### src/rtl/fft_result_sink.sv
// AXI4-Stream sink for FFT result frames: ping-pong buffer of 2 x TRANSFORM_LENGTH words with
// tlast framing checks. Define FFT_SINK_BITREV_EN to store samples at bit-reversed addresses.
module fft_result_sink #(
    parameter int TRANSFORM_LENGTH = 16,
    parameter int DATA_WIDTH       = 32,
    localparam int AW              = $clog2(TRANSFORM_LENGTH)
) (
    input  logic                  aclk,
    input  logic                  areset,
    input  logic [DATA_WIDTH-1:0] s_axis_data_tdata,
    input  logic                  s_axis_data_tvalid,
    output logic                  s_axis_data_tready,
    input  logic                  s_axis_data_tlast,
    output logic                  frame_ready,
    input  logic                  frame_ack,
    input  logic                  rd_en,
    input  logic [AW-1:0]         rd_addr,
    output logic [DATA_WIDTH-1:0] rd_data,
    output logic                  err_tlast_early,
    output logic                  err_tlast_missing,
    output logic [15:0]           frame_count
);

    localparam logic [AW-1:0] LAST_IDX = AW'(TRANSFORM_LENGTH - 1);

    typedef enum logic {StFill, StFullWait} state_e;

    state_e                r_state;
    logic                  r_tready;
    logic [AW-1:0]         r_widx;
    logic                  r_wbank;
    logic                  r_rbank;
    logic [1:0]            r_full_cnt;
    logic [15:0]           r_frame_count;
    logic                  r_err_early;
    logic                  r_err_missing;
    logic [DATA_WIDTH-1:0] r_rd_data;
    logic [DATA_WIDTH-1:0] r_mem [0:2*TRANSFORM_LENGTH-1];

    logic                  w_xfer;
    logic                  w_pub;
    logic                  w_ack;
    logic [1:0]            w_full_next;
    logic [AW-1:0]         w_waddr;

    assign w_xfer      = s_axis_data_tvalid & r_tready;
    assign w_pub       = w_xfer & (r_widx == LAST_IDX);
    assign w_ack       = frame_ack & (r_full_cnt != 2'd0);
    assign w_full_next = r_full_cnt + {1'b0, w_pub} - {1'b0, w_ack};

`ifdef FFT_SINK_BITREV_EN
    always_comb begin
        w_waddr = '0;
        for (int b = 0; b < AW; b++) begin
            w_waddr[b] = r_widx[AW-1-b];
        end
    end
`else
    assign w_waddr = r_widx;
`endif

    always_ff @(posedge aclk) begin
        if (areset) begin
            r_state       <= StFill;
            r_tready      <= 1'b0;
            r_widx        <= '0;
            r_wbank       <= 1'b0;
            r_rbank       <= 1'b0;
            r_full_cnt    <= 2'd0;
            r_frame_count <= 16'd0;
            r_err_early   <= 1'b0;
            r_err_missing <= 1'b0;
        end else begin
            r_err_early   <= 1'b0;
            r_err_missing <= 1'b0;
            if (w_pub) begin
                r_widx        <= '0;
                r_wbank       <= ~r_wbank;
                r_frame_count <= r_frame_count + 16'd1;
                r_err_missing <= ~s_axis_data_tlast;
            end else if (w_xfer && s_axis_data_tlast) begin
                // Early tlast: drop the partial frame and refill the same bank.
                r_widx      <= '0;
                r_err_early <= 1'b1;
            end else if (w_xfer) begin
                r_widx <= r_widx + 1'b1;
            end
            if (w_ack) begin
                r_rbank <= ~r_rbank;
            end
            r_full_cnt <= w_full_next;
            unique case (r_state)
                StFill: begin
                    if (w_full_next == 2'd2) begin
                        r_state  <= StFullWait;
                        r_tready <= 1'b0;
                    end else begin
                        r_tready <= 1'b1;
                    end
                end
                StFullWait: begin
                    if (w_ack) begin
                        r_state  <= StFill;
                        r_tready <= 1'b1;
                    end
                end
                default: begin
                    r_state  <= StFill;
                    r_tready <= 1'b0;
                end
            endcase
        end
    end

    // Memory kept reset-free so it maps onto a simple dual-port RAM.
    always_ff @(posedge aclk) begin
        if (w_xfer) begin
            r_mem[{r_wbank, w_waddr}] <= s_axis_data_tdata;
        end
    end

    always_ff @(posedge aclk) begin
        if (areset) begin
            r_rd_data <= '0;
        end else if (rd_en) begin
            r_rd_data <= r_mem[{r_rbank, rd_addr}];
        end
    end

    assign s_axis_data_tready = r_tready;
    assign frame_ready        = (r_full_cnt != 2'd0);
    assign rd_data            = r_rd_data;
    assign err_tlast_early    = r_err_early;
    assign err_tlast_missing  = r_err_missing;
    assign frame_count        = r_frame_count;

endmodule
### config.mk
export PLATFORM = sky130hd
export DESIGN_NAME = fft_result_sink
export DESIGN_NICKNAME = d
export VERILOG_FILES = /design/src/rtl/fft_result_sink.sv
export SDC_FILE = /design/constraint.sdc
export NUM_CORES = 1
export LEC_CHECK = 0
export CAP_MARGIN = 20
export CELL_PAD_IN_SITES_DETAIL_PLACEMENT = 1
export CELL_PAD_IN_SITES_GLOBAL_PLACEMENT = 1
export CORE_MARGIN = 3
export CORE_UTILIZATION = 40
export CTS_BUF_LIST = sky130_fd_sc_hd__clkbuf_8
export DETAILED_ROUTE_END_ITERATION = 16
export GPL_ROUTABILITY_DRIVEN = 1
export PLACE_DENSITY_LB_ADDON = 0.2
export SLEW_MARGIN = 10
export SYNTH_ARGS = -nofsm -noshare
export SYNTH_HDL_FRONTEND = slang
export SYNTH_SLANG_ARGS = --single-unit
### constraint.sdc
create_clock -name aclk -period 3.6 [get_ports aclk]
set_clock_uncertainty 0.1 [all_clocks]
set_input_delay 0.54 -clock aclk [delete_from_list [all_inputs] [get_ports aclk]]
set_output_delay 0.54 -clock aclk [all_outputs]
set_load 0.005 [all_outputs]
# [Word-level counts from Yosys, hierarchy flattened]
# Memories as Yosys holds them, arrays and structs flattened. A register that Yosys moved wholly into a read port is not among the register bits.
# Cells that the tools add are included.
[op_classes] bitwise_logic=8 addsub=4 muxes=9 reduce_logical=5 eq_ne=3
[ops] operator="16-bit by 1-bit adder with 16-bit output (second input constant)" n=1
[ops] operator="1-bit 2-to-1 mux" n=7
[ops] operator="1-bit inverter" n=5
[ops] operator="4-bit by 1-bit adder with 4-bit output (second input constant)" n=1
[ops] operator="4-bit == test (second input constant)" n=1
[ops] operator="1-bit one-hot mux with 2 select lines" n=2
[ops] operator="2-bit OR reduction" n=2
[ops] operator="1-bit AND" n=3
[ops] operator="3-bit OR reduction" n=1
[ops] operator="2-bit by 1-bit adder with 2-bit output" n=1
[ops] operator="2-bit == test (second input constant)" n=1
[ops] operator="2-bit by 1-bit inequality test with 1-bit output (second input constant)" n=1
[ops] operator="2-bit nonzero test" n=1
[ops] operator="2-bit by 1-bit subtractor with 2-bit output" n=1
[ops] operator="1-bit logical AND" n=1
[word_totals] output_inout_bits=52 reg_bits=28 wordCells=39 n_memories=1 in_bits=42 ramBits=1024
[memory_table] memory="r_mem" depth=32 word_bits=32 rd=1 rd_ports_with_merged_regs=1 write_ports=1 line_no="38" rtl="logic [DATA_WIDTH-1:0] r_mem [0:2*TRANSFORM_LENGTH-1];"

# [Logic depth before layout (Yosys ltp)]
# Gate-level depths: netlist of run 1.
[logic_depth] word_depth=7 ltp_mapped=12

# [Worst setup path before layout of run 1]
# No wires, ideal clock.
[synth_timing] path_kind="reg-to-reg" startpoint="register r_widx[0]" endpoint="memory r_mem[13][0], enable pin" setup_slack_ns=0.033 t_required_ns=3.039 path_stages_with_launch=4 n_path_buf=0 period_less_slack_ns=3.567 t_arrival_ns=3.006 setup_time_ns=0.461 path_cell_list="dfxtp_1 -> ha_1 -> nand3_1 -> nor3_1"
[synth_rtl] element="from (decl)" line_no="30" rtl="logic [AW-1:0] r_widx;"
[synth_rtl] element="from (signal assigned)" line_no="86" rtl="r_widx <= r_widx + 1'b1;"
[synth_rtl] element="to (decl)" line_no="38"
# Straight into the memory's write port.

# [Worst setup path in the final report of run 1]
[layout_timing] startpoint="register r_widx[2]" endpoint="register r_state"
[layout_between] elab_chain_len=7
[layout_lines] element="4-bit == test" line_no="47" rtl="assign w_pub = w_xfer & (r_widx == LAST_IDX);"
[layout_lines] element="1-bit AND" line_no="47"
[layout_lines] element="2-bit by 1-bit adder with 2-bit output" line_no="49" rtl="assign w_full_next = r_full_cnt + {1'b0, w_pub} - {1'b0, w_ack};"
[layout_lines] element="2-bit by 1-bit subtractor with 2-bit output" line_no="49"
[layout_lines] element="2-bit == test" line_no="94" rtl="if (w_full_next == 2'd2) begin"
[layout_lines] element="1-bit 2-to-1 mux" line_no="94"
[layout_lines] element="1-bit one-hot mux with 2 select lines" line_no="92" rtl="unique case (r_state)"
[layout_lines] element="to (signal assigned)" line_no="95" rtl="r_state <= StFullWait;"
[layout_lines] element="to (signal assigned)" line_no="103" rtl="r_state <= StFill;"
[layout_lines] element="to (signal assigned)" line_no="108" rtl="r_state <= StFill;"
[layout_lines] element="to (decl)" line_no="28" rtl="state_e r_state;"
# No other way between the ends.
# A chain may end at the register's enable or synchronous reset.

==> results of run 1 <==
## flip-flops by register name (all words and copies together), names as in the netlist
register	flops
s_axis_data_tready	1
r_state	1
rd_data	32
r_wbank	1
r_widx	4
r_rbank	1
err_tlast_missing	1
r_mem	1024
err_tlast_early	1
frame_count	16
r_full_cnt	2
## placed cells by master, fill, tap and decap left out, types with 3 or more instances in the layout
master and instances:
nor3_1 7, nand4_1 5, clkbuf_8 198, clkinv_8 4, xor2_1 11, nor2_1 53
nand3_1 8, o21ai_0 4, buf_12 38, clkinv_2 9, clkdlybuf4s50_1 90, inv_1 89
edfxtp_1 1024, buf_4 86, a21oi_1 135, ha_1 7, nor3_2 4, dfxtp_1 60
clkinvlp_4 5, or4_1 32, buf_8 15, nand2_1 13, a211oi_2 32, mux2i_1 512
a22oi_1 256, nor2_4 29, xnor2_1 6, or3_1 3, clkinv_1 31, diode_2 4
## cell families (layout without fill, tap and decap cells)
group / count (synthesis) / count (layout) / synth area share
other cells: 0 / 4 / 0
buf+inv: 150 / 571 / 0.02259
compound gates: 429 / 429 / 0.07184
xor+xnor: 17 / 17 / 0.003528
mux: 512 / 512 / 0.1214
flops: 1084 / 1084 / 0.7571
fa+ha+maj: 7 / 7 / 0.002075
simple gates: 176 / 176 / 0.02138
## power breakdown
group	internal [uW]	switching, uW	total, uW
Clock	5130	4910	10000
Sequential	13800	39.6	13900
Combinational	492	769	1260
## through the flow
stage | instances | util | total power [uW]
after floorplan | 2375 | - | 14820
after global placement | 3827 | 0.4379 | 15360
after detailed placement | 3827 | 0.4379 | 15390
after CTS | 4160 | 0.4702 | 25470
after global routing | 4177 | 0.4725 | 26150
final | 4180 | 0.4725 | 25190
## worst paths after layout
kind                  startpoint             end  slack (ns)  cells past startpoint
hold / removal            areset      rd_data[4]        0.22                      2
hold reg to reg   frame_count[1]  frame_count[1]        0.40                      2
setup reg to reg       r_widx[2]         r_state        0.99                     11
setup / recovery       r_widx[2]         r_state        0.99                     11
## layout make-up
type                       instances  area, sq um
antenna                            4        10.01
multi-input combinational       1141         9554
fill                            9784        54900
timing repair buffer             231         2555
tap                             1380         1727
inverter                           7        26.28
clock buffer                     198         2725
clock inverter                   135        638.1
sequential                      1084        31950
## worst max-delay path: stages (launching register included)
cell     delay (ns)
dfxtp_1        0.58
nand2_1        0.30
nor2_1         0.20
inv_1          0.15
ha_1           0.31
inv_1          0.04
ha_1           0.18
xor2_1         0.15
xnor2_1        0.14
nor3_1         0.22
a21oi_1        0.07
nor2_1         0.09
## per-layer routing
metal  up-vias  GRT usage  routed length [um]
li1      10115          -                   -
met1     12299     0.2955               52890
met2       581     0.3549               57490
met3       163    0.03615                5230
met4         0    0.05720                2196
met5         -          0                   0
==> results by group, run 1 <==
Drt
  – Drt first pass iters: 5
  – Via count: 23,158
  – Antenna-violating nets left: 0
  – Vias per cell: 5.540
  – WL/cell: 28.18 um
  – Post-route DRC: 0
  – 1st-iter DRT viols: 1,958
  – Final WL: 117,800 um

Global route
  – Global Route Usage Sum: 0.2149
  – Number of global-route vias before repair: 24,440
  – First-pass GRT wire length: 169,600 um
  – Largest net degree at the start of global routing: 70
  – Total gr overflow: 0
  – Initial antenna violation count: 3

Outcome
  – Outcome: completed

Place
  – Pre-CTS WS: 0.4117 ns
  – GP Congestion: 0.7550
  – I/O Buffers: 93
  – Area post-placement: 45,580 sq um
  – Post-DP HPWL: 64,400 um

STA
  – Relative slew margins: 0.2897
  – Final Hold Vio Count: 0
  – Hold slack: 0.2244 ns
  – Setup slack after layout: 0.9937 ns
  – Max Transition Viols Final: 0
  – Final Setup Violations: 0
  – Setup tns final: 0 ns
  – Worst Tran Pin Value: 1.062 ns
  – Highest clock rate: 383.7 MHz
  – Crit share post-route: 0.7240
  – RSZ-0062 raised after global routing: false
  – Minimum clock period: 2.606 ns

Clock tree
  – CTS tree: yes
  – Clk Latency, worst-skew pair: 0.83 ns
  – Worst-path clk slew: 0.06 ns
  – Clock Tree Buf Depth: 3
  – Hold_buf cts: 0
  – Post-CTS Resized: 0
  – H-tree depth: 4
  – Sink Count: 1,084
  – CTS root buf: clkbuf_8
  – Cts bufs inserted: 179
  – Setup bufs post-CTS: 0

Finish
  – Final Cell Area: 49,190 sq um
  – Final #Nets: 2,693
  – Area grow syn2layout: 16.56%
  – Share of cells above drive strength 1: 0.1567

Min path
  – Hold crit path type: input pin to flop

Synth
  – Post-synthesis average cell area: 17.77 sq um
  – Largest area contributor in the netlist: edfxtp_1
  – Most frequent cell after synthesis: edfxtp_1
  – Synth top area cells: edfxtp_1 73%, mux2i_1 12%, a22oi_1 4.6%
  – YS warnings: 0
  – Most frequent cells after synthesis: 1,024 x edfxtp_1, 512 x mux2i_1, 256 x a22oi_1
  – Top-area cell type share of the netlist area: 0.7287
  – Synth Register Bits: 1,084
  – Syn Inst Count: 2,375
  – Synthesized cell area: 42,200 sq um
  – Asr flop ratio synth: 0
  – Yosys cell types: 41
  – Sequential fraction of the synthesis area: 0.7571
  – Post-synth EDFFs: 1,024
  – Syn Nets: 2,424
  – Primary FF master, synth: edfxtp_1

Die
  – Die height: 330.8 um
  – Io pins: 94
  – Row cnt: 118
  – Die area: 109,400 sq um
  – Die X: 330.8 um
  – Initial Utilization: 0.4054
  – Core Footprint: 104,100 sq um

Power and ir drop
  – Power density over cell area: 512.1 nW/um^2
  – Leakage: 0.01717 uW
  – VDD IR-drop max: 0.2584 mV

Critical path
  – CP Data Arrival Time: 3.25 ns
  – Crit path max fanout: 12
  – Critical Path RT: 4.25 ns
  – Critical Path Source Type: flop
  – Crit path kind: flop to flop
  – CP endpoint kind: flop

Flow run
  – Number of max-cap violations: 0
No activity file was read; power rests on OpenSTA's default activity.
==> run 2: changes to the inputs <==
==> constraint.sdc (replaced) <==
create_clock -name aclk -period 2.46 [get_ports aclk]
set_clock_uncertainty 0.1 [all_clocks]
set_input_delay 0.369 -clock aclk [delete_from_list [all_inputs] [get_ports aclk]]
set_output_delay 0.369 -clock aclk [all_outputs]
set_load 0.005 [all_outputs]
==> run 2 against run 1 <==
  * Non-clock buffer count grew 70
  * Critical path depth fell by 9
  * Combinational power is 55% higher
  * Sequential power up 46%
  * Worst setup slack worse by 0.89 ns
  * Die area stayed put
  * Via count increased by 1.1%
  * Worst hold slack improved by 0.014 ns
==> results by group, run 2 (same netlist as run 1, synthesis figures left out) <==
Power and ir drop
  – VDD IR-drop max: 0.6043 mV
  – Leakage: 0.01767 uW
  – Tot Pwr: 37,430 uW
  – Power density over cell area: 743.2 nW/um^2

Critical path
  – Worst Reg-to-Reg Cells: 12
  – R2R setup slack: 0.21 ns
  – Critical Path RT: 1.99 ns
  – Crit path max fanout: 2
  – CP Data Arrival Time: 1.89 ns
  – Critical Path Source Type: flop
  – CP endpoint kind: output port
  – Crit path kind: flop to output port

Clock tree
  – CTS root buf: clkbuf_8
  – Setup bufs post-CTS: 0
  – Clock Tree Buf Depth: 3
  – Sink Count: 1,084
  – Cts bufs inserted: 181
  – Clk Latency, worst-skew pair: 0.85 ns
  – Worst-path clk slew: 0.05 ns
  – CTS tree: yes
  – H-tree depth: 4

Place
  – Area post-placement: 46,910 sq um
  – GP Congestion: 0.7686
  – Post-DP HPWL: 67,510 um
  – Pre-CTS WS: -0.3930 ns
  – I/O Buffers: 93

Finish
  – Max reg flops: 1,024
  – Largest Register: r_mem
  – Area grow syn2layout: 19.35%
  – Most common cell after layout, fill and taps aside: edfxtp_1
  – Share of cells above drive strength 1: 0.1792
  – Fillers: 9,847
  – Final Cell Area: 50,360 sq um
  – Most frequent cells in the layout: 1,024 x edfxtp_1, 512 x mux2i_1, 256 x a22oi_1
  – Final #Nets: 2,765

STA
  – Highest clock rate: 423.8 MHz
  – Max Transition Viols Final: 0
  – Minimum clock period: 2.359 ns
  – Final Hold Vio Count: 0
  – Worst Tran Pin Value: 0.9811 ns
  – Crit share post-route: 0.9591
  – Final Setup Violations: 0
  – Relative slew margins: 0.3439
  – Setup slack after layout: 0.1006 ns

Die
  – Row cnt: 118
  – Io pins: 94
  – Initial Utilization: 0.4054
  – Die X: 330.8 um
  – Core Footprint: 104,100 sq um
  – Die area: 109,400 sq um
  – Die height: 330.8 um

Global route
  – Global Route Usage Sum: 0.2232
  – Number of global-route vias before repair: 25,002
  – First-pass GRT wire length: 174,000 um
  – Total gr overflow: 0
  – Largest net degree at the start of global routing: 65
  – Initial antenna violation count: 1

Drt
  – Antenna-violating nets left: 0
  – Vias per cell: 5.518
  – Via count: 23,411
  – WL/cell: 28.76 um
  – Final WL: 122,000 um
  – 1st-iter DRT viols: 1,858
  – Post-route DRC: 0
  – Drt first pass iters: 5

Min path
  – Hold crit path type: input pin to flop
  – Worst hold path depth: 5

Outcome
  – Outcome: completed

Flow run
  – Number of max-cap violations: 0
-- run 2: cell count changes in the layout (fill, tap and decap cells not counted), moves of 3 or more --
cell        previous run  this run
buf_8                 15         1
clkinv_2               9        13
clkinvlp_4             5         1
inv_1                 89        73
buf_4                 86       116
bufinv_16              1         5
buf_12                38        92
clkinv_1              31        38
clkinv_8               4         0
nor3_4                 0         3
diode_2                4         1
clkbuf_8             198       201
-- run 2: worst paths after layout --
kind                                      start               to
worst min-delay path                  frame_ack          r_rbank
worst max-delay path              r_full_cnt[1]      frame_ready
worst max register to register        r_widx[1]          r_state
worst min register to register  frame_count[15]  frame_count[15]
-- run 2: power by group --
| part | switching (uW) | internal, uW | total [uW] |
|---|---|---|---|
| Combinational | 1160 | 794 | 1950 |
| Sequential | 52.7 | 20300 | 20300 |
| Clock | 7180 | 7990 | 15200 |
-- run 2: metrics by stage --
| step | setup TNS [ns] | utilization | instances | hold slack [ns] |
|---|---|---|---|---|
| final | 0 | 0.4839 | 4243 | 0.2384 |
| after global routing | -0.02745 | 0.4839 | 4243 | 0.2136 |
| after CTS | 0 | 0.4838 | 4242 | 0.1652 |
| after detailed placement | -9.792 | 0.4506 | 3911 | 0.3938 |
| after global placement | -8.584 | 0.4506 | 3911 | 0.3809 |
| after floorplan | -311.95 | - | 2375 | 0.3458 |
-- run 2: layout make-up --
type / instances / area (sq um) / share of cell area
flip-flops and latches: 1084 / 31950 / 0.6344
multi-input cells: 1141 / 9578 / 0.1902
repair buffers: 301 / 3649 / 0.07244
clock buffers: 201 / 2766 / 0.05493
well taps: 1380 / 1727 / 0.03428
clock inverters: 128 / 664.4 / 0.01319
inverters: 7 / 26.28 / 0.0005217
diodes: 1 / 2.502 / 0.00004969
-- run 2: timing repair --
action                                  4_1_cts  5_1_grt
endpoints found under the setup margin        0        2
endpoints found under the hold margin        30        0
hold buffers                                  2        0
gates resized for setup                       0        2
-- run 2: layer usage --
metal / up-vias / track usage / routed length [um]
li1: 10250 / - / -
met1: 12214 / 0.2903 / 51410
met2: 746 / 0.3785 / 60940
met3: 201 / 0.04237 / 6716
met4: 0 / 0.07051 / 2974
met5: - / 0 / 0
-- run 2: worst max-delay path, stage by stage, from the launching register on --
cell	delay, ns
dfxtp_1	0.32
or2_2	0.30
clkdlybuf4s50_1	0.45
